===== src/rtl/cluster_count_monitor_pkg.sv =====
// rtl/cluster_count_monitor_pkg.sv - parameter defaults and FSM state type for the cluster count monitor
package cluster_count_monitor_pkg;

  localparam int CNT_W_DEF      = 11;
  localparam int OVF_THRESH_DEF = 8;
  localparam int WIN_LOG2_DEF   = 10;
  localparam int OVFCNT_W_DEF   = 16;
  localparam int DROP_W_DEF     = 8;
  localparam int SUM_W_DEF      = CNT_W_DEF + WIN_LOG2_DEF;

  typedef enum logic {
    ACCUM = 1'b0,
    HOLD  = 1'b1
  } mon_state_t;

endpackage


===== src/rtl/sat_counter.sv =====
// rtl/sat_counter.sv - saturating event counter with dominant synchronous clear
module sat_counter #(
  parameter int WIDTH = 8
) (
  input  logic             i_clk,
  input  logic             i_resetn,
  input  logic             i_inc,
  input  logic             i_clr,
  output logic [WIDTH-1:0] o_cnt
);

  logic [WIDTH-1:0] r_cnt;

  // count events, hold at all-ones, clear wins over a same-cycle increment
  always_ff @(posedge i_clk) begin
    if (!i_resetn) begin
      r_cnt <= '0;
    end else if (i_clr) begin
      r_cnt <= '0;
    end else if (i_inc && (r_cnt != '1)) begin
      r_cnt <= r_cnt + 1'b1;
    end
  end

  assign o_cnt = r_cnt;

endmodule


===== src/rtl/cluster_count_monitor.sv =====
// rtl/cluster_count_monitor.sv - overflow flag/counter and windowed sum readout for cluster counts; CLUSTER_COUNT_MONITOR_PEAK_EN adds win_peak_o
module cluster_count_monitor
  import cluster_count_monitor_pkg::*;
#(
  parameter int CNT_W      = CNT_W_DEF,
  parameter int OVF_THRESH = OVF_THRESH_DEF,
  parameter int WIN_LOG2   = WIN_LOG2_DEF,
  parameter int SUM_W      = CNT_W + WIN_LOG2,
  parameter int OVFCNT_W   = OVFCNT_W_DEF,
  parameter int DROP_W     = DROP_W_DEF
) (
  input  logic                clock4x,
  input  logic                reset_n,
  input  logic [CNT_W-1:0]    cnt_i,
  input  logic                cnt_valid_i,
  output logic                overflow_o,
  output logic [OVFCNT_W-1:0] ovf_cnt_o,
  output logic [SUM_W-1:0]    win_sum_o,
  output logic                win_valid_o,
  input  logic                win_ready_i,
  output logic [DROP_W-1:0]   drop_cnt_o,
`ifdef CLUSTER_COUNT_MONITOR_PEAK_EN
  output logic [CNT_W-1:0]    win_peak_o,
`endif
  input  logic                ovf_clr_i
);

  localparam logic [CNT_W-1:0] L_THRESH = CNT_W'(OVF_THRESH);

  logic                r_overflow;
  logic [SUM_W-1:0]    r_acc;
  logic [WIN_LOG2-1:0] r_idx;
  logic [SUM_W-1:0]    r_win_sum;
  logic                r_win_valid;
  mon_state_t          r_state;

  logic                w_ovf;
  logic                w_handoff;
  logic                w_drop;
  logic [SUM_W-1:0]    w_final;

  assign w_ovf     = cnt_valid_i && (cnt_i > L_THRESH);
  assign w_handoff = cnt_valid_i && (r_idx == '1);
  assign w_final   = r_acc + SUM_W'(cnt_i);
  // a new result is lost only when the holding register is full and not being read
  assign w_drop    = w_handoff && r_win_valid && !win_ready_i;

  // per-sample overflow flag, one cycle after the sample
  always_ff @(posedge clock4x) begin
    if (!reset_n) begin
      r_overflow <= 1'b0;
    end else begin
      r_overflow <= w_ovf;
    end
  end

  // window accumulator; keeps running regardless of readout state
  always_ff @(posedge clock4x) begin
    if (!reset_n) begin
      r_acc <= '0;
      r_idx <= '0;
    end else if (cnt_valid_i) begin
      if (w_handoff) begin
        r_acc <= '0;
      end else begin
        r_acc <= w_final;
      end
      r_idx <= r_idx + 1'b1;
    end
  end

  // single-entry result holder: ACCUM means empty, HOLD means a result is pending
  always_ff @(posedge clock4x) begin
    if (!reset_n) begin
      r_state     <= ACCUM;
      r_win_valid <= 1'b0;
      r_win_sum   <= '0;
    end else begin
      case (r_state)
        ACCUM: begin
          if (w_handoff) begin
            r_win_sum   <= w_final;
            r_win_valid <= 1'b1;
            r_state     <= HOLD;
          end
        end
        HOLD: begin
          if (w_handoff) begin
            if (win_ready_i) begin
              r_win_sum <= w_final;
            end
          end else if (win_ready_i) begin
            r_win_valid <= 1'b0;
            r_state     <= ACCUM;
          end
        end
        default: begin
          r_state     <= ACCUM;
          r_win_valid <= 1'b0;
        end
      endcase
    end
  end

`ifdef CLUSTER_COUNT_MONITOR_PEAK_EN
  logic [CNT_W-1:0] r_peak;
  logic [CNT_W-1:0] r_win_peak;
  logic [CNT_W-1:0] w_peak_final;

  assign w_peak_final = (cnt_i > r_peak) ? cnt_i : r_peak;

  // running window maximum, restarted at each wrap
  always_ff @(posedge clock4x) begin
    if (!reset_n) begin
      r_peak <= '0;
    end else if (cnt_valid_i) begin
      r_peak <= w_handoff ? '0 : w_peak_final;
    end
  end

  // peak capture follows exactly the same load condition as the sum
  always_ff @(posedge clock4x) begin
    if (!reset_n) begin
      r_win_peak <= '0;
    end else if (w_handoff && (!r_win_valid || win_ready_i)) begin
      r_win_peak <= w_peak_final;
    end
  end

  assign win_peak_o = r_win_peak;
`endif

  sat_counter #(.WIDTH(OVFCNT_W)) u_ovf_cnt (
    .i_clk    (clock4x),
    .i_resetn (reset_n),
    .i_inc    (w_ovf),
    .i_clr    (ovf_clr_i),
    .o_cnt    (ovf_cnt_o)
  );

  sat_counter #(.WIDTH(DROP_W)) u_drop_cnt (
    .i_clk    (clock4x),
    .i_resetn (reset_n),
    .i_inc    (w_drop),
    .i_clr    (ovf_clr_i),
    .o_cnt    (drop_cnt_o)
  );

  assign overflow_o  = r_overflow;
  assign win_sum_o   = r_win_sum;
  assign win_valid_o = r_win_valid;

endmodule


===== config.mk =====
export PLATFORM = sky130hd
export DESIGN_NAME = cluster_count_monitor
export DESIGN_NICKNAME = d
export VERILOG_FILES = /design/src/rtl/cluster_count_monitor_pkg.sv /design/src/rtl/sat_counter.sv /design/src/rtl/cluster_count_monitor.sv
export SDC_FILE = /design/constraint.sdc
export NUM_CORES = 1
export LEC_CHECK = 0
export CORE_MARGIN = 1
export CORE_UTILIZATION = 58
export DETAILED_ROUTE_END_ITERATION = 12
export PLACE_DENSITY_LB_ADDON = 0.15
export SYNTH_ARGS = -nofsm -noshare
export SYNTH_HDL_FRONTEND = slang
export SYNTH_SLANG_ARGS = --single-unit

===== constraint.sdc =====
create_clock -name clock4x -period 9.35 [get_ports clock4x]
set_clock_uncertainty 0.2 [all_clocks]
set_input_delay 0.935 -clock clock4x [delete_from_list [all_inputs] [get_ports clock4x]]
set_output_delay 0.935 -clock clock4x [all_outputs]
set_load 0.03 [all_outputs]

==> metrics.txt, run 1 <==
# TYPE chip_impl_metric gauge
chip_impl_metric{name="critical_path_cell_count",unit=""} 8
chip_impl_metric{name="cp_data_arrival_time",unit="ns"} 4.12
chip_impl_metric{name="clk_path_buf_depth",unit=""} 2
chip_impl_metric{name="ys_seq_elements",unit=""} 79
chip_impl_info{name="mostFrequentLayoutCells",value="dfxtp_1 (79), clkdlybuf4s50_1 (62), nor2_1 (46)"} 1
chip_impl_metric{name="drt_drc_violations_left",unit=""} 0
chip_impl_info{name="cp_cell_sequence",value="clkdlybuf4s50_1, nand4_2, or3_1, buf_4, ha_1, or3_1, or3_1, o221ai_1"} 1
chip_impl_metric{name="drv.max_cap_violation_count",unit=""} 0
chip_impl_metric{name="yosysUniqueCellTypes",unit=""} 59
chip_impl_metric{name="actual_transition_at_the_worst_max_transition_pin",unit="ns"} 1.17
chip_impl_metric{name="register_area_share_after_synthesis",unit="%"} 38.8
chip_impl_metric{name="yosysWarningCount",unit=""} 0
chip_impl_info{name="critPathKind",value="input pin to register"} 1
chip_impl_info{name="cts_tree",value="built"} 1
chip_impl_info{name="critPathCapture",value="win_sum_o[9]"} 1
chip_impl_metric{name="clk-insertion-delay-late",unit="ns"} 0.35
chip_impl_metric{name="p_leak",unit="nW"} 1.63
chip_impl_metric{name="clkSlewWorstSetupHoldPaths",unit="ns"} 0.08
chip_impl_info{name="regToRegStartpoint",value="r_idx[0]"} 1
chip_impl_metric{name="timing.final.crit_share",unit="%"} 43.2
chip_impl_info{name="timing.critical_path.mode_cell",value="or3_1"} 1
chip_impl_metric{name="ios",unit=""} 63
chip_impl_metric{name="fmaxAchievable",unit="MHz"} 248
chip_impl_metric{name="routed_wire_length_per_instance",unit="um"} 15.0
chip_impl_metric{name="area_used_by_multi_input_combinational_logic",unit="mm2"} 0.00233
chip_impl_metric{name="grt_max_degree",unit=""} 39
chip_impl_metric{name="die-area",unit="mm2"} 0.00737
chip_impl_metric{name="register_area",unit="mm2"} 0.00158
chip_impl_metric{name="port_buffers",unit=""} 62
chip_impl_metric{name="first_pass_iters",unit=""} 5
chip_impl_metric{name="nFillCells",unit=""} 553
chip_impl_metric{name="max-vdd-ir-drop",unit="mV"} 0.0984
chip_impl_info{name="layout.cells.most_common",value="dfxtp_1"} 1
chip_impl_metric{name="postCtsSetupRepairBufs",unit=""} 0
chip_impl_metric{name="total_half_perimeter_wirelength_after_legalization_and_detailed_placement",unit="um"} 6590
chip_impl_metric{name="drive_gt1_share",unit="%"} 5.59
chip_impl_metric{name="maxSlewHeadroom",unit="%"} 22.1
chip_impl_metric{name="h-tree-depth",unit=""} 3
chip_impl_metric{name="share_of_synthesized_registers_carrying_an_async_set_or_reset",unit="%"} 0
chip_impl_metric{name="power.density",unit="mW/mm2"} 142
chip_impl_info{name="worstReg2RegEnd",value="win_sum_o[9]"} 1
chip_impl_info{name="outcome",value="complete, no violations"} 1
chip_impl_metric{name="post_cts_resize_count",unit=""} 0
chip_impl_metric{name="synthCells",unit=""} 483
chip_impl_metric{name="design.core.area",unit="mm2"} 0.00679
chip_impl_metric{name="finalSetupViolCount",unit=""} 0
chip_impl_metric{name="gp_congestion",unit=""} 0.854
chip_impl_metric{name="fin_tns_setup",unit="ns"} 0
chip_impl_metric{name="report.final.hold_viol_count",unit=""} 0
chip_impl_metric{name="synthesis_to_layout_area_growth",unit="%"} 20.4
chip_impl_metric{name="diodes",unit=""} 0
chip_impl_metric{name="grt_util_all_layers",unit="%"} 26.4
chip_impl_metric{name="finish.net_count",unit=""} 565
chip_impl_info{name="cp_slowest_cell",value="clkdlybuf4s50_1"} 1
chip_impl_metric{name="antenna_violations_before_repair",unit=""} 0
chip_impl_metric{name="postRouteAntennaNets",unit=""} 0
chip_impl_metric{name="die_w",unit="um"} 85.9
chip_impl_info{name="ys.flop_type",value="dfxtp_1"} 1
chip_impl_metric{name="worst-path-buf-inv",unit=""} 2
chip_impl_metric{name="r2r.worst_path.cells",unit=""} 8
chip_impl_metric{name="synth-edff-count",unit=""} 0
chip_impl_metric{name="finalNonFillerCells",unit=""} 633
chip_impl_metric{name="via_count",unit=""} 3756
chip_impl_metric{name="post_synth_instance_area",unit="mm2"} 0.00408
chip_impl_metric{name="rows",unit=""} 30
chip_impl_info{name="startpoint_kind_of_the_worst_setup_timing_path",value="input pin"} 1
chip_impl_metric{name="clkSinkCount",unit=""} 79
chip_impl_metric{name="die_height",unit="um"} 85.9
chip_impl_metric{name="avgSynthCellArea",unit="um2"} 8.44
chip_impl_metric{name="global_route.overflow_total",unit=""} 0
chip_impl_metric{name="whs",unit="ns"} 0.257
chip_impl_metric{name="critPathMaxFanout",unit=""} 30
chip_impl_metric{name="final_max_slew_viol_count",unit=""} 0
chip_impl_metric{name="first_global_vias",unit=""} 3396
chip_impl_metric{name="initial_cell_density_of_the_core",unit="%"} 60.0
chip_impl_info{name="timing.hold.worst.class",value="register to register"} 1
chip_impl_info{name="crit_family",value="simple AND/OR/NAND/NOR gates"} 1
chip_impl_metric{name="placed_cells",unit=""} 617
chip_impl_metric{name="iteration_0_drc_count_of_the_detailed_router",unit=""} 205
chip_impl_metric{name="cpPeakStageDelay",unit="ns"} 0.87
chip_impl_info{name="root_cell_of_the_clock_tree",value="clkbuf_8"} 1
chip_impl_metric{name="per_cell_via_count_in_the_routed_design",unit=""} 5.93
chip_impl_metric{name="detailed_route_wire_length",unit="um"} 9500
chip_impl_metric{name="period_minus_slack",unit="ns"} 4.04
chip_impl_info{name="unrepaired_setup_endpoints_after_global_routing",value="no"} 1
chip_impl_metric{name="synth_fp_nets",unit=""} 516
chip_impl_metric{name="ctsHoldBuffers",unit=""} 0
chip_impl_metric{name="grt_first_pass_wirelength",unit="um"} 15600
chip_impl_metric{name="num_cts_buffers",unit=""} 9
chip_impl_metric{name="worstPathRequired",unit="ns"} 9.43
chip_impl_info{name="timing.critical_path.from",value="cnt_valid_i"} 1
chip_impl_metric{name="timing.reg2reg.setup_slack",unit="ns"} 6.27
chip_impl_info{name="element_type_at_the_critical_path_end",value="register"} 1
==> registers in the layout, indices dropped and copies added (netlist names) <==
register          cells
r_state               1
overflow_o            1
win_sum_o            21
u_ovf_cnt.o_cnt      16
r_acc                21
u_drop_cnt.o_cnt      8
win_valid_o           1
r_idx                10
==> kinds of logic (layout without fill, tap and decap cells) <==
group,count (synthesis),in the layout,synth area share [%]
flops,79,79,38.8
xor+xnor,32,32,6.87
buf+inv,40,94,4.17
mux,3,3,0.736
fa+ha+maj,17,17,5.40
simple gates,182,182,22.7
compound gates,130,130,21.4
==> how the worst min path moves through the flow <==
stage | slack [ns] | end | from | cells past startpoint
final | 0.26 | r_acc[7] | r_acc[7] | 2
after CTS | 0.26 | r_acc[7] | r_acc[7] | 2
after detailed placement | 0.25 | r_acc[7] | r_acc[7] | 2
after global placement | 0.24 | r_acc[7] | r_acc[7] | 2
after global routing | 0.28 | r_acc[0] | r_acc[0] | 2
after floorplan | 0.24 | r_acc[7] | r_acc[7] | 2
==> per-layer routing <==
metal	GRT usage, %	up-vias	share of wire [%]	wire length, um
li1	-	1874	-	-
met1	34.4	1770	47	4470
met2	43.6	104	47	4450
met3	3.95	8	4.6	441
met4	11.5	0	1.4	129
met5	0	-	0	0
==> through the flow <==
stage          cell area [um2]  util, %  worst slack [ns]  power [mW]
6_report                  4910     72.3              5.31       0.696
5_1_grt                   4910     72.3              5.10       0.723
4_1_cts                   4910     72.3              5.34       0.698
3_5_place_dp              4720     69.5              4.97       0.455
3_3_place_gp              4720     69.5              5.06       0.452
2_1_floorplan             4080        -              5.92       0.429
==> worst register-to-register path, stage by stage (launching register included) <==
cell	delay (ns)
dfxtp_1	0.38
ha_1	0.20
nand4_2	0.17
or3_1	0.42
buf_4	0.24
ha_1	0.24
or3_1	0.60
or3_1	0.39
o221ai_1	0.17
==> layout make-up <==
cell class	count	area share [%]
multi-input combinational	364	47.5
clock buffer	9	2.52
tap	96	2.45
sequential	79	32.2
timing repair buffer	64	12.9
clock inverter	7	1.30
inverter	14	1.07
==> where the power goes <==
| part | leakage, nW | internal [mW] | switching [mW] | total, mW |
|---|---|---|---|---|
| Clock | 0.103 | 0.121 | 0.126 | 0.247 |
| Combinational | 0.889 | 0.0384 | 0.0598 | 0.0982 |
| Sequential | 0.639 | 0.344 | 0.00599 | 0.350 |
| Total | 1.63 | 0.504 | 0.192 | 0.696 |
==> Yosys cell counts (all sizes together), types with 15 or more instances <==
master | instances | area, um2
ha | 16 | 200
xnor2 | 17 | 149
dfxtp | 79 | 1580
nand3 | 23 | 115
o211ai | 15 | 113
nor2 | 46 | 173
o21ai | 29 | 145
clkbuf | 20 | 76.3
or3 | 15 | 93.8
a31oi | 15 | 93.8
a21oi | 30 | 150
xor2 | 15 | 131
nand2 | 44 | 165
No activity file was read; power rests on OpenSTA's default activity.
==> run 2, diff against run 1 <==
- CORE_UTILIZATION: 58 -> 54
- clock period: 9.35 -> 4.1 ns (I/O delays scaled with it)
==> run 2 against run 1 <==
  * Final cell count grew 1.3%
  * Sequential power increased by 130%
  * Largest power group unchanged
  * Critical endpoint is now win_sum_o[20]
  * Via count rose by 1.5%
==> metrics.txt, run 2 (synthesis gave the netlist of run 1 again) <==
# TYPE chip_impl_metric gauge
chip_impl_info{name="outcome",value="complete, no violations"} 1
chip_impl_info{name="regToRegStartpoint",value="r_idx[0]"} 1
chip_impl_metric{name="die_w",unit="um"} 88.9
chip_impl_metric{name="drive_gt1_share",unit="%"} 6.46
chip_impl_metric{name="postCtsSetupRepairBufs",unit=""} 0
chip_impl_metric{name="critPathMaxFanout",unit=""} 19
chip_impl_metric{name="port_buffers",unit=""} 62
chip_impl_info{name="cp_slowest_cell",value="o31a_1"} 1
chip_impl_metric{name="grt_max_degree",unit=""} 38
chip_impl_metric{name="final_max_slew_viol_count",unit=""} 0
chip_impl_metric{name="cpPeakStageDelay",unit="ns"} 0.48
chip_impl_metric{name="first_pass_iters",unit=""} 4
chip_impl_metric{name="die-area",unit="mm2"} 0.00790
chip_impl_metric{name="drt_drc_violations_left",unit=""} 0
chip_impl_metric{name="diodes",unit=""} 0
chip_impl_metric{name="iteration_0_drc_count_of_the_detailed_router",unit=""} 216
chip_impl_metric{name="clk_path_buf_depth",unit=""} 2
chip_impl_info{name="critPathKind",value="input pin to register"} 1
chip_impl_metric{name="clk-insertion-delay-late",unit="ns"} 0.36
chip_impl_metric{name="fin_tns_setup",unit="ns"} 0
chip_impl_metric{name="p_leak",unit="nW"} 1.67
chip_impl_info{name="timing.hold.worst.class",value="register to register"} 1
chip_impl_info{name="root_cell_of_the_clock_tree",value="clkbuf_8"} 1
chip_impl_metric{name="total_half_perimeter_wirelength_after_legalization_and_detailed_placement",unit="um"} 6560
chip_impl_metric{name="gp_congestion",unit=""} 0.896
chip_impl_metric{name="die_height",unit="um"} 88.9
chip_impl_metric{name="period_minus_slack",unit="ns"} 3.00
chip_impl_metric{name="rows",unit=""} 31
chip_impl_metric{name="antenna_violations_before_repair",unit=""} 0
chip_impl_metric{name="timing.reg2reg.setup_slack",unit="ns"} 1.14
chip_impl_metric{name="max-vdd-ir-drop",unit="mV"} 0.235
chip_impl_metric{name="initial_cell_density_of_the_core",unit="%"} 55.9
chip_impl_info{name="mostFrequentLayoutCells",value="dfxtp_1 (79), clkdlybuf4s50_1 (62), nor2_1 (46)"} 1
chip_impl_metric{name="global_route.overflow_total",unit=""} 0
chip_impl_metric{name="finalSetupViolCount",unit=""} 0
chip_impl_metric{name="placed_cells",unit=""} 625
chip_impl_metric{name="grt_first_pass_wirelength",unit="um"} 15700
chip_impl_metric{name="r2r.worst_path.cells",unit=""} 7
chip_impl_metric{name="worst-path-buf-inv",unit=""} 1
chip_impl_metric{name="design.core.area",unit="mm2"} 0.00729
chip_impl_metric{name="routed_wire_length_per_instance",unit="um"} 15.0
chip_impl_info{name="timing.critical_path.from",value="cnt_i[0]"} 1
chip_impl_metric{name="via_count",unit=""} 3812
chip_impl_metric{name="post_cts_resize_count",unit=""} 0
chip_impl_info{name="element_type_at_the_critical_path_end",value="register"} 1
chip_impl_info{name="unrepaired_setup_endpoints_after_global_routing",value="no"} 1
chip_impl_metric{name="num_cts_buffers",unit=""} 9
chip_impl_info{name="layout.cells.most_common",value="dfxtp_1"} 1
chip_impl_metric{name="h-tree-depth",unit=""} 3
chip_impl_metric{name="cp_data_arrival_time",unit="ns"} 3.07
chip_impl_metric{name="worstPathRequired",unit="ns"} 4.17
chip_impl_metric{name="synthesis_to_layout_area_growth",unit="%"} 22.8
chip_impl_metric{name="detailed_route_wire_length",unit="um"} 9600
chip_impl_info{name="cp_cell_sequence",value="clkdlybuf4s50_1, ha_1, fa_1, a211oi_1, o211a_1, o31a_1, o21ai_0, a311oi_1"} 1
chip_impl_metric{name="finalNonFillerCells",unit=""} 641
chip_impl_metric{name="maxSlewHeadroom",unit="%"} 41.8
chip_impl_info{name="worstReg2RegEnd",value="win_sum_o[9]"} 1
chip_impl_metric{name="power.density",unit="mW/mm2"} 337
chip_impl_metric{name="critical_path_cell_count",unit=""} 8
chip_impl_metric{name="timing.final.crit_share",unit="%"} 73.2
chip_impl_metric{name="finish.net_count",unit=""} 570
chip_impl_metric{name="ctsHoldBuffers",unit=""} 0
chip_impl_metric{name="actual_transition_at_the_worst_max_transition_pin",unit="ns"} 0.866
chip_impl_metric{name="clkSinkCount",unit=""} 79
chip_impl_metric{name="fmaxAchievable",unit="MHz"} 333
chip_impl_metric{name="postRouteAntennaNets",unit=""} 0
chip_impl_metric{name="report.final.hold_viol_count",unit=""} 0
chip_impl_info{name="crit_family",value="compound AO/OA/AOI/OAI gates"} 1
chip_impl_metric{name="first_global_vias",unit=""} 3389
chip_impl_metric{name="clkSlewWorstSetupHoldPaths",unit="ns"} 0.08
chip_impl_info{name="cts_tree",value="built"} 1
chip_impl_info{name="critPathCapture",value="win_sum_o[20]"} 1
chip_impl_metric{name="drv.max_cap_violation_count",unit=""} 0
chip_impl_metric{name="ios",unit=""} 63
chip_impl_info{name="startpoint_kind_of_the_worst_setup_timing_path",value="input pin"} 1
chip_impl_metric{name="per_cell_via_count_in_the_routed_design",unit=""} 5.95
chip_impl_metric{name="grt_util_all_layers",unit="%"} 25.9
==> run 2: changes by cell type in the layout (fill, tap and decap cells not counted) <==
cell        change
clkinv_4        -1
buf_4           +4
clkinvlp_4      +2
buf_12          +1
clkbuf_8        +2
clkinv_2        -4
bufinv_16       +1
==> run 2: worst min-delay path, delay by kind of cell, from the launching register on <==
family,cells,cell delay [ns]
AND/OR/NAND/NOR,1,0.05
flip-flops,1,0.32
AO/OA/AOI/OAI,1,0.05
==> run 2: final cells by class <==
| cell class | count | area [um2] |
|---|---|---|
| fillers | 647 | 2280 |
| clock inverters | 5 | 80.1 |
| repair buffers | 69 | 686 |
| multi-input cells | 364 | 2330 |
| inverters | 14 | 52.6 |
| clock buffers | 11 | 151 |
| flip-flops and latches | 79 | 1580 |
| well taps | 99 | 124 |
==> run 2: worst min-delay path by stage <==
stage                      start            to  slack (ns)  cells past startpoint
detailed placement  win_sum_o[6]  win_sum_o[6]        0.26                      2
global route            r_acc[2]      r_acc[2]        0.28                      2
global placement        r_acc[7]      r_acc[7]        0.25                      2
CTS                 win_sum_o[6]  win_sum_o[6]        0.27                      2
finish              win_sum_o[6]  win_sum_o[6]        0.26                      2
floorplan               r_acc[7]      r_acc[7]        0.24                      2
==> run 2: layer usage <==
| metal | up-vias | global-route usage (%) | share of wire, % |
|---|---|---|---|
| met5 | - | 0 | 0 |
| met4 | 0 | 8.21 | 1.0 |
| met3 | 11 | 6.28 | 5.8 |
| met2 | 102 | 41.4 | 46 |
| met1 | 1805 | 34.7 | 47 |
| li1 | 1894 | - | - |
==> run 2: power by group <==
part           switching, mW  internal (mW)
Sequential            0.0136          0.785
Combinational          0.136         0.0920
Clock                  0.286          0.375
Total                  0.436           1.25
==> run 2: stage by stage <==
stage / area, um2 / power, mW / utilization, % / setup WS [ns] / hold WS (ns)
4_1_cts: 5010 / 1.70 / 68.7 / 1.13 / 0.266
3_5_place_dp: 4780 / 1.04 / 65.5 / 0.754 / 0.255
5_1_grt: 5010 / 1.76 / 68.7 / 0.851 / 0.284
6_report: 5010 / 1.69 / 68.7 / 1.10 / 0.261
2_1_floorplan: 4080 / 0.978 / - / 1.04 / 0.236
3_3_place_gp: 4780 / 1.04 / 65.5 / 0.856 / 0.252
